## config.mk

```make
export PLATFORM = sky130hd
export DESIGN_NAME = controller_sequencer
export DESIGN_NICKNAME = d
export VERILOG_FILES = /design/src/rtl/ctrl_pkg.sv /design/src/rtl/seq_stack.sv /design/src/rtl/controller_sequencer.sv
export SDC_FILE = /design/constraint.sdc
export NUM_CORES = 1
export LEC_CHECK = 0
export CAP_MARGIN = 20
export CORE_MARGIN = 3
export CORE_UTILIZATION = 42
export DETAILED_ROUTE_END_ITERATION = 8
export GPL_ROUTABILITY_DRIVEN = 0
export PLACE_DENSITY = 0.75
export SYNTH_ARGS = -nofsm -noshare
export SYNTH_HDL_FRONTEND = slang
export SYNTH_HIERARCHICAL = 1
export SYNTH_SLANG_ARGS = --single-unit
```

## constraint.sdc

```tcl
create_clock -name clk -period 2.9 [get_ports clk]
set_clock_uncertainty 0.15 [all_clocks]
set_input_delay 0.58 -clock clk [delete_from_list [all_inputs] [get_ports clk]]
set_output_delay 0.58 -clock clk [all_outputs]
set_load 0.02 [all_outputs]
```

## src/rtl/ctrl_pkg.sv

```systemverilog
// Shared types and field layout for the microprogram sequencer.
// The sequencing field sits in the low bits of the ROM control word.
package ctrl_pkg;

    localparam int CW_WIDTH_DEF = 40;
    localparam int SEQ_FIELD_W  = 9;
    localparam int STACK_MAX    = 4;
    localparam logic [3:0] RESET_ADDR_DEF = 4'b0000;

    typedef enum logic [2:0] {
        OP_NEXT = 3'd0,
        OP_JUMP = 3'd1,
        OP_BRT  = 3'd2,
        OP_BRF  = 3'd3,
        OP_CALL = 3'd4,
        OP_RET  = 3'd5,
        OP_WAIT = 3'd6,
        OP_HALT = 3'd7
    } seq_op_e;

    typedef enum logic [1:0] {
        FSM_IDLE,
        FSM_RUN,
        FSM_HALTED,
        FSM_ERROR
    } fsm_e;

    // Packed MSB-first, so this matches [8:7] cond_sel, [6:4] op, [3:0] target.
    typedef struct packed {
        logic [1:0] cond_sel;
        seq_op_e    op;
        logic [3:0] target;
    } seq_field_t;

endpackage

```

## src/rtl/seq_stack.sv

```systemverilog
// Return-address LIFO for the sequencer; level saturates at DEPTH and never
// goes below zero. Popped entries keep their contents.
module seq_stack
    import ctrl_pkg::*;
#(
    parameter int DEPTH = 2
) (
    input  logic       clk,
    input  logic       reset,
    input  logic       clear,
    input  logic       push,
    input  logic       pop,
    input  logic [3:0] push_data,
    output logic [3:0] top_data,
    output logic       full,
    output logic       empty,
    output logic [2:0] level
);

    logic [3:0] stack_q [STACK_MAX];
    logic [3:0] stack_d [STACK_MAX];
    logic [2:0] level_q, level_d;
    logic [1:0] wr_idx, rd_idx;

    assign full     = (level_q == 3'(DEPTH));
    assign empty    = (level_q == 3'd0);
    assign level    = level_q;
    assign wr_idx   = level_q[1:0];
    assign rd_idx   = level_q[1:0] - 2'd1;
    assign top_data = stack_q[rd_idx];

    // NOTE: every always_comb output gets a default first so no latch is inferred.
    always_comb begin
        stack_d = stack_q;
        level_d = level_q;
        if (clear) begin
            level_d = 3'd0;
        end else if (push && !full) begin
            stack_d[wr_idx] = push_data;
            level_d         = level_q + 3'd1;
        end else if (pop && !empty) begin
            level_d = level_q - 3'd1;
        end
    end

    // NOTE: the stack array is reset with the pointer so contents are known after reset.
    always_ff @(posedge clk or posedge reset) begin
        if (reset) begin
            for (int i = 0; i < STACK_MAX; i++) stack_q[i] <= 4'd0;
            level_q <= 3'd0;
        end else begin
            stack_q <= stack_d;
            level_q <= level_d;
        end
    end

endmodule

```

## src/rtl/controller_sequencer.sv

```systemverilog
// Microprogram sequencer: state register, op decode and control FSM.
// Optional single-step input enabled by defining SEQ_SINGLE_STEP_EN.
module controller_sequencer
    import ctrl_pkg::*;
#(
    parameter int         CW_WIDTH    = CW_WIDTH_DEF,
    parameter int         SEQ_LSB     = 0,
    parameter logic [3:0] RESET_ADDR  = RESET_ADDR_DEF,
    parameter int         STACK_DEPTH = 2
) (
    input  logic                clk,
    input  logic                reset,
    input  logic                start,
    input  logic                abort,
    input  logic                stall,
`ifdef SEQ_SINGLE_STEP_EN
    input  logic                step,
`endif
    input  logic [CW_WIDTH-1:0] ctrl_word,
    input  logic [3:0]          cond_flags,
    output logic [3:0]          state,
    output logic                busy,
    output logic                halted,
    output logic                error,
    output logic [2:0]          stack_level
);

    fsm_e       fsm_q, fsm_d;
    logic [3:0] state_q, state_d;
    logic [3:0] state_inc;
    logic [3:0] top_data;
    logic       push, pop, clear, full, empty;
    logic       advance, cond;
    logic       unused_cw;
    seq_field_t seq;

    assign seq       = seq_field_t'(ctrl_word[SEQ_LSB +: SEQ_FIELD_W]);
    assign unused_cw = ^ctrl_word;
    assign cond      = cond_flags[seq.cond_sel];
    assign state_inc = state_q + 4'd1;

`ifdef SEQ_SINGLE_STEP_EN
    assign advance = !stall && step;
`else
    assign advance = !stall;
`endif

    always_comb begin
        fsm_d   = fsm_q;
        state_d = state_q;
        push    = 1'b0;
        pop     = 1'b0;
        clear   = 1'b0;
        if (abort) begin
            fsm_d   = FSM_IDLE;
            state_d = RESET_ADDR;
            clear   = 1'b1;
        end else begin
            unique case (fsm_q)
                FSM_IDLE: begin
                    state_d = RESET_ADDR;
                    if (start) fsm_d = FSM_RUN;
                end
                FSM_RUN: begin
                    if (advance) begin
                        unique case (seq.op)
                            OP_NEXT: state_d = state_inc;
                            OP_JUMP: state_d = seq.target;
                            OP_BRT:  state_d = cond ? seq.target : state_inc;
                            OP_BRF:  state_d = cond ? state_inc : seq.target;
                            OP_CALL: begin
                                if (full) begin
                                    fsm_d = FSM_ERROR;
                                end else begin
                                    push    = 1'b1;
                                    state_d = seq.target;
                                end
                            end
                            OP_RET: begin
                                if (empty) begin
                                    fsm_d = FSM_ERROR;
                                end else begin
                                    pop     = 1'b1;
                                    state_d = top_data;
                                end
                            end
                            OP_WAIT: if (cond) state_d = state_inc;
                            OP_HALT: fsm_d = FSM_HALTED;
                            default: state_d = state_q;
                        endcase
                    end
                end
                FSM_HALTED: begin
                    if (start) begin
                        fsm_d   = FSM_RUN;
                        state_d = state_inc;
                    end
                end
                FSM_ERROR: fsm_d = FSM_ERROR;
                default:   fsm_d = FSM_IDLE;
            endcase
        end
    end

    // NOTE: sequential state uses non-blocking assignments; combinational blocks use blocking.
    always_ff @(posedge clk or posedge reset) begin
        if (reset) begin
            fsm_q   <= FSM_IDLE;
            state_q <= RESET_ADDR;
        end else begin
            fsm_q   <= fsm_d;
            state_q <= state_d;
        end
    end

    seq_stack #(
        .DEPTH (STACK_DEPTH)
    ) u_stack (
        .clk       (clk),
        .reset     (reset),
        .clear     (clear),
        .push      (push),
        .pop       (pop),
        .push_data (state_inc),
        .top_data  (top_data),
        .full      (full),
        .empty     (empty),
        .level     (stack_level)
    );

    assign state  = state_q;
    assign busy   = (fsm_q == FSM_RUN);
    assign halted = (fsm_q == FSM_HALTED);
    assign error  = (fsm_q == FSM_ERROR);

endmodule

```

* Yosys cells after proc, flatten, opt, wreduce, memory -nomap -nowiden *
Cells that the tools add are included.
Widths: inputs -> output; s select.

storage, ports and cells
  register bits after elaboration = 25
  input bits = 49
  output and inout port bits = 10
  word-level logic and storage cells = 92

cells by class
  $add $sub $neg = 4
  $lt $le $gt $ge = 4
  equal/unequal tests = 21
  mux-type cells = 39
  bitwise gates (word level) = 3
  reductions and logical operators = 14

operator list
  operator             count
  $mux 4               11
  $pmux 4 s7           1
  $bwmux 16            1
  $eq 3x3->1 const B   4
  $mux 1               12
  $ne 4x4->1 const B   3
  $pmux 2 s3           2
  $pmux 4 s3           1
  $mux 2               5
  $eq 3x2->1 const B   3
  $mux 3               3
  $ne 9x2->1 const B   1
  $bmux 4 s2           1
  $demux 4 s2          1
  $ne 4x3->1 const B   2
  $reduce_and 7->1     1
  $ge 3x3->1 const B   2
  $logic_not 3->1      2
  $ne 3x3->1 const B   2
  $not 2->3            2
  $ne 5x2->1 const B   1
  $reduce_and 5->1     1
  $add 4x1->4 const B  1
  $eq 2x2->1 const B   2
  17 further kinds     20

* Depth between registers and ports, before layout *
Gate-level depths: netlist (run 1).

  depth after elaboration = 10
  gate-level depth with buffers = 11
  gate-level depth less buffers = 10

* Modules after synthesis *
Netlist (run 1), hierarchy kept.

by module, submodules not included
  module                instances  cells an instance  area each (um2)  sequential area each (um2)
  seq_stack             1          72                 975.9            475.5
  controller_sequencer  1          110                839.6            150.1

* Worst setup path before layout (run 1) *
OpenSTA, ideal clock, no wires.

  kind = reg2reg
  start = register u_stack.level_q[0], in the netlist u_stack/level[0]
  end = register u_stack.level_q[1], in the netlist u_stack/level[1]
  setup time = 0.094 ns
  data arrival time = 3.001 ns
  required time = 2.656 ns
  path slack = -0.345 ns
  cell stages (with the launch flop) = 11
  path buffers = 1
  cells stage by stage = dfrtp_1 clkbuf_1 inv_1 ha_1 nor2b_2 nor4_1 inv_1 nor2_1 fa_1 nor2b_1 a211oi_1

on the way
  word-level cells in the longest chain between the ends = 9
  elaborated cells between the ends (all ways) = 22
  classes of those cells = 2 x add/sub; 1 x eq/ne; 13 x mux; 6 x reduce/logical

ends and longest elaborated chain
  item                    RTL line                    source
  start, declared         seq_stack.sv:22             logic [2:0] level_q, level_d;
  start signal, assigned  seq_stack.sv:53             level_q <= level_d;
  $eq 3x2->1 (*)          seq_stack.sv:25             assign full = (level_q == 3'(DEPTH));
  via full                controller_sequencer.sv:32  logic push, pop, clear, full, empty;
  $mux 1 (*)              controller_sequencer.sv:72  if (full) begin
  $mux 1 (*)              controller_sequencer.sv:66  unique case (seq.op)
  $mux 1 (*)              controller_sequencer.sv:65  if (advance) begin
  $mux 1 (*)              controller_sequencer.sv:59  unique case (fsm_q)
  $mux 1 (*)              controller_sequencer.sv:54  if (abort) begin
  via push                controller_sequencer.sv:32
  $logic_and 1x1->1 (*)   seq_stack.sv:38             end else if (push && !full) begin
  $mux 3                  seq_stack.sv:38
  $mux 3                  seq_stack.sv:36             if (clear) begin

Mark *: on every way through the listed nets, which the timed path passes. The rest lies on a longest branch. The select of a mux whose other input is x is not followed.
A chain may end at the register's enable or synchronous reset.

* Worst setup path after layout (run 1) *
  start = input ctrl_word[5]
  end = register u_stack.level_q[1], in the netlist u_stack/level[1]

on the way
  word-level cells in the longest chain between the ends = 8
  elaborated cells between the ends (all ways) = 15
  classes of those cells = 2 x eq/ne; 10 x mux; 3 x reduce/logical

ends and longest elaborated chain
  item                   RTL line                    source
  start, declared        controller_sequencer.sv:19  input logic [CW_WIDTH-1:0] ctrl_word,
  $eq 3x3->1 (*)         controller_sequencer.sv:66
  $mux 1 (*)             controller_sequencer.sv:66
  $mux 1 (*)             controller_sequencer.sv:65
  $mux 1 (*)             controller_sequencer.sv:59
  $mux 1 (*)             controller_sequencer.sv:54
  via push               controller_sequencer.sv:32
  $logic_and 1x1->1 (*)  seq_stack.sv:38
  $mux 3                 seq_stack.sv:38
  $mux 3                 seq_stack.sv:36

Mark *: on every way through the listed nets, which the timed path passes. The rest lies on a longest branch.

==> impl_table.tex, run 1 <==
\begin{tabular}{lr}
\hline
Metric & Value \\
\hline
\multicolumn{2}{l}{\textbf{Outcome}} \\
\quad Result of the run & finished clean \\
\multicolumn{2}{l}{\textbf{Clock network}} \\
\quad Number of buffers created by CTS & 3 \\
\quad Number of clock sinks & 25 \\
\quad Clock latency on the worst-skew pair & 0.27 ns \\
\quad TritonCTS clock tree & yes \\
\quad Quantity of hold-fixing buffers added after cts & 0 \\
\quad Clock slew seen by the registers of the worst setup and hold paths & 0.09 ns \\
\quad Number of buffers between clock root and the deepest sink & 2 \\
\quad H-tree Lvls & 1 \\
\quad Root buf cell & sky130\_fd\_sc\_hd\_\_clkbuf\_8 \\
\multicolumn{2}{l}{\textbf{Global routing}} \\
\quad Most heavily used metal layer in global routing & met2 \\
\quad Pin count of the biggest net entering global routing & 20 \\
\quad Met1 capacity usage during global routing & 22.2\% \\
\quad Number of global-route vias before repair & 1467 \\
\quad Global Route Usage Sum & between 10\% and 20\% \\
\quad Grt ovf & 0 \\
\quad Antenna violations before repair & 0 \\
\quad Global routing met2 resource utilization & approximately 28\% \\
\quad Global-route wire length before repair & 6.80 mm \\
\quad Met3 track utilization from global routing & roughly 3.5\% \\
\multicolumn{2}{l}{\textbf{Drt}} \\
\quad Remaining number of nets flagged by the antenna check after routing & 0 \\
\quad Wirelength per Cell & 15.2 µm \\
\quad Number of DRC markers after the initial detailed-route iteration & 123 \\
\quad Routed via count divided by cell count & 5.58 \\
\quad Drt total wl & 4.05 mm \\
\quad Post-detailed-route DRC marker count & 0 \\
\quad Total vias in the final route & 1484 \\
\quad First-pass detailed-route iteration total & 4 \\
\multicolumn{2}{l}{\textbf{Power}} \\
\quad Register share of total power & 45.4\% \\
\quad Switching share of power & a little under a third \\
\quad Combinational fraction of design power & about 28\% \\
\quad Leakage power & $\sim$0.97 nW \\
\quad Proportion of power drawn by the clock network & between 20\% and 30\% \\
\quad Worst vdd rail ir drop & 244 µV \\
\quad Int Pwr & between 0.0005 and 0.0006 W \\
\quad Pwr dens & approximately 360 nW/µm² \\
\quad Sw Pwr & 0.000250 W \\
\multicolumn{2}{l}{\textbf{STA}} \\
\quad Slew at the pin closest to its max-slew limit & 0.690 ns \\
\quad Final setup viols & 0 \\
\quad Count of final hold-check violations & 0 \\
\quad Setup ws final & 0.305 ns \\
\quad Slew Limit Fails & 0 \\
\quad Worst-case headroom to the max-slew limit & 54.0\% \\
\quad Max Freq & 0.385 GHz \\
\quad Crit share post-route & between 80\% and 90\% \\
\quad Setup repair after global routing missed its margin & false \\
\quad Setup\_tns & 0 ns \\
\quad Fin crit period & 2.60 ns \\
\multicolumn{2}{l}{\textbf{Logic synthesis}} \\
\quad Post-synth top flop & sky130\_fd\_sc\_hd\_\_dfrtp\_1 \\
\quad Post-synth EDFFs & 0 \\
\quad Mean post-synth cell area & 9.98 µm² \\
\quad Synthesis warning total & 6 \\
\quad Fraction of the mapped netlist area in adder cells & roughly 7.3\% \\
\quad Netlist area before placement & 1820 µm² \\
\quad Synth Area in Compound Gates & 15.8\% \\
\quad Xor and xnor fraction of the mapped netlist area & 1.93\% \\
\quad Share of synthesized area spent on multiplexers & 20.2\% \\
\quad Post-synthesis net count & 241 \\
\quad Share of flip-flops with an asynchronous set or reset & 100\% \\
\quad Yosys cell types & 47 \\
\quad Simple-gate share of the synthesized area & around 17\% \\
\quad Count of state elements after synthesis & 25 \\
\quad Register area share after synthesis & 34.5\% \\
\quad Gate Count Post-Synth & around 180 \\
\quad Largest family of logic cells by synthesized area & multiplexers \\
\multicolumn{2}{l}{\textbf{Critical path}} \\
\quad Data required time of the critical path & 2.92 ns \\
\quad Worst setup EP type & flip-flop \\
\quad Critical-path maximum fanout & 2 \\
\quad Critical setup path kind & in2reg \\
\quad Data arrival time at the worst-slack endpoint & 2.62 ns \\
\quad Critical path startpoint category & input pin \\
\multicolumn{2}{l}{\textbf{Floorplan}} \\
\quad Floorplan core area & 4090 µm² \\
\quad Initial core utilization & between 40\% and 50\% \\
\quad Die X & 71.7 µm \\
\quad Row cnt & 23 \\
\quad Top-level I/O count & 59 \\
\quad Vertical die dimension & 71.7 µm \\
\quad Area enclosed by the die boundary & 5150 µm² \\
\multicolumn{2}{l}{\textbf{Job}} \\
\quad Total of max-cap violations & 0 \\
\multicolumn{2}{l}{\textbf{Final layout}} \\
\quad Antenna fix cells & 0 \\
\quad Number of fillers in the final layout & between 300 and 400 \\
\quad Share of cells above drive strength 1 & between 15 and 20\% \\
\quad Final \#Nets & roughly 280 \\
\quad Synth-to-Final Area Change & 24.4\% \\
\quad Final Core Density & between 50\% and 60\% \\
\quad Most common cell after layout, fill and taps aside & sky130\_fd\_sc\_hd\_\_clkdlybuf4s50\_1 \\
\quad Leading cell types in the layout, fill and taps excluded & sky130\_fd\_sc\_hd\_\_clkdlybuf4s50\_1, sky130\_fd\_sc\_hd\_\_dfrtp\_1, sky130\_fd\_sc\_hd\_\_mux2\_2, sky130\_fd\_sc\_hd\_\_nand2\_1, sky130\_fd\_sc\_hd\_\_inv\_1 \\
\multicolumn{2}{l}{\textbf{Placement}} \\
\quad \# port buffers & 27 \\
\quad Pre-CTS setup slack & between 0.04 and 0.05 ns \\
\quad Dpl hpwl & 3.18 mm \\
\multicolumn{2}{l}{\textbf{Hold path}} \\
\quad Worst hold path class & reg2reg \\
\hline
\end{tabular}
repair_timing:
item	in CTS	in global routing
resized for setup	0	1
endpoints found under the setup margin	0	1
setup buffers	0	0
cells by family (layout without fill, tap and decap cells):
kind of cell / count (synthesis) / after routing
compound gates: 44 / 44
xor+xnor: 4 / 4
fa+ha+maj: 10 / 10
buf+inv: 17 / 51
flops: 25 / 25
mux: 28 / 28
simple gates: 54 / 54
synthesized netlist by cell type, types with 2 or more instances:
library cell               instances  share of area (%)
sky130_fd_sc_hd__a31oi_1           3                1.0
sky130_fd_sc_hd__a21o_1            2               0.83
sky130_fd_sc_hd__clkbuf_1          2               0.41
sky130_fd_sc_hd__mux2_2           18                 11
sky130_fd_sc_hd__a211oi_1          3                1.2
sky130_fd_sc_hd__xnor2_1           3                1.4
sky130_fd_sc_hd__a21oi_1           9                2.5
sky130_fd_sc_hd__mux2i_1           4                2.2
sky130_fd_sc_hd__nor2b_1           6                2.1
sky130_fd_sc_hd__o21ai_0           5                1.4
sky130_fd_sc_hd__o21ai_1           7                1.9
sky130_fd_sc_hd__mux4_2            5                6.2
sky130_fd_sc_hd__nor3_1            3               0.83
sky130_fd_sc_hd__or2_1             2               0.69
sky130_fd_sc_hd__buf_2             4                1.1
sky130_fd_sc_hd__nor2_1           10                2.1
sky130_fd_sc_hd__nand4b_1          2               0.97
sky130_fd_sc_hd__o22ai_1           2               0.69
sky130_fd_sc_hd__nand2b_1          3                1.0
sky130_fd_sc_hd__inv_1            11                2.3
sky130_fd_sc_hd__dfrtp_1          25                 34
sky130_fd_sc_hd__o31ai_1           2               0.83
sky130_fd_sc_hd__ha_1              9                6.2
sky130_fd_sc_hd__nand2_1          14                2.9
sky130_fd_sc_hd__nor4_1            4                1.4
sky130_fd_sc_hd__o21a_1            3                1.2
stage by stage:
stage               total power (W)  cells  hold WS, ns  area, µm²
floorplan                  0.000517    182        0.221       1830
global placement           0.000597    262        0.332       2200
finish                     0.000816    266        0.362       2260
global route               0.000860    266        0.386       2260
CTS                        0.000819    266        0.364       2250
detailed placement         0.000602    262        0.341       2200
routing by layer:
layer / vias to the layer above / share of wire, %
met5: - / 0
met4: 0 / 0.32
met3: 2 / 4.9
met2: 33 / 49
met1: 708 / 45
li1: 741 / -
flip-flops by register name, indices dropped and copies added, names as in the netlist:
name	flops
u_stack/stack_q	16
state	4
fsm_q	2
u_stack/level	3
final timing paths:
path / from / end / slack, ns / depth (start not counted)
worst min-delay path: u_stack/stack_q[6] / u_stack/stack_q[6] / 0.36 / 1
max in group asynchronous: reset / u_stack/stack_q[1] / 1.57 / 2
worst max register to register: u_stack/level[0] / state[1] / 0.33 / 8
worst max-delay path: ctrl_word[5] / u_stack/level[1] / 0.30 / 9
min in group asynchronous: reset / state[3] / 0.40 / 2
worst min register to register: u_stack/stack_q[6] / u_stack/stack_q[6] / 0.36 / 1
final cells by class:
type                            instances  area (µm²)  share of cell area [%]
Timing Repair Buffer                   36         338                    15.0
Tap cell                               50        62.6                    2.77
Clock buffer                            3        41.3                    1.83
Clock inverter                          1        8.76                   0.388
Sequential cell                        25         626                    27.7
Multi-Input combinational cell        140        1140                    50.5
Inverter                               11        41.3                    1.83
worst max-delay path, cell delays in order:
cell                              delay [ns]
sky130_fd_sc_hd__clkdlybuf4s50_1        0.42
sky130_fd_sc_hd__and2b_1                0.22
sky130_fd_sc_hd__nand3b_1               0.15
sky130_fd_sc_hd__nor4_4                 0.18
sky130_fd_sc_hd__inv_1                  0.08
sky130_fd_sc_hd__nor2_1                 0.16
sky130_fd_sc_hd__fa_1                   0.43
sky130_fd_sc_hd__nor2b_1                0.14
sky130_fd_sc_hd__a211oi_1               0.26
power groups by stage:
stage                     clock network, W  registers [W]  logic (W)
after detailed placement                 0       0.000377   0.000224
after global routing              0.000237       0.000372   0.000251
final                             0.000218       0.000370   0.000228
after global placement                   0       0.000377   0.000220
after CTS                         0.000223       0.000370   0.000226
after floorplan                          0       0.000379   0.000138
(Power assumes the default switching activity.)
==> run 2: changes to the inputs <==
--- a/config.mk
+++ b/config.mk
@@ -11,6 +11,7 @@
 export DETAILED_ROUTE_END_ITERATION = 8
 export GPL_ROUTABILITY_DRIVEN = 0
 export PLACE_DENSITY = 0.75
+export SLEW_MARGIN = 0
 export SYNTH_ARGS = -nofsm -noshare
 export SYNTH_HDL_FRONTEND = slang
 export SYNTH_HIERARCHICAL = 1
==> results of run 2 <==
Same layout as run 1: the final DEF is identical, and so are final timing and power.
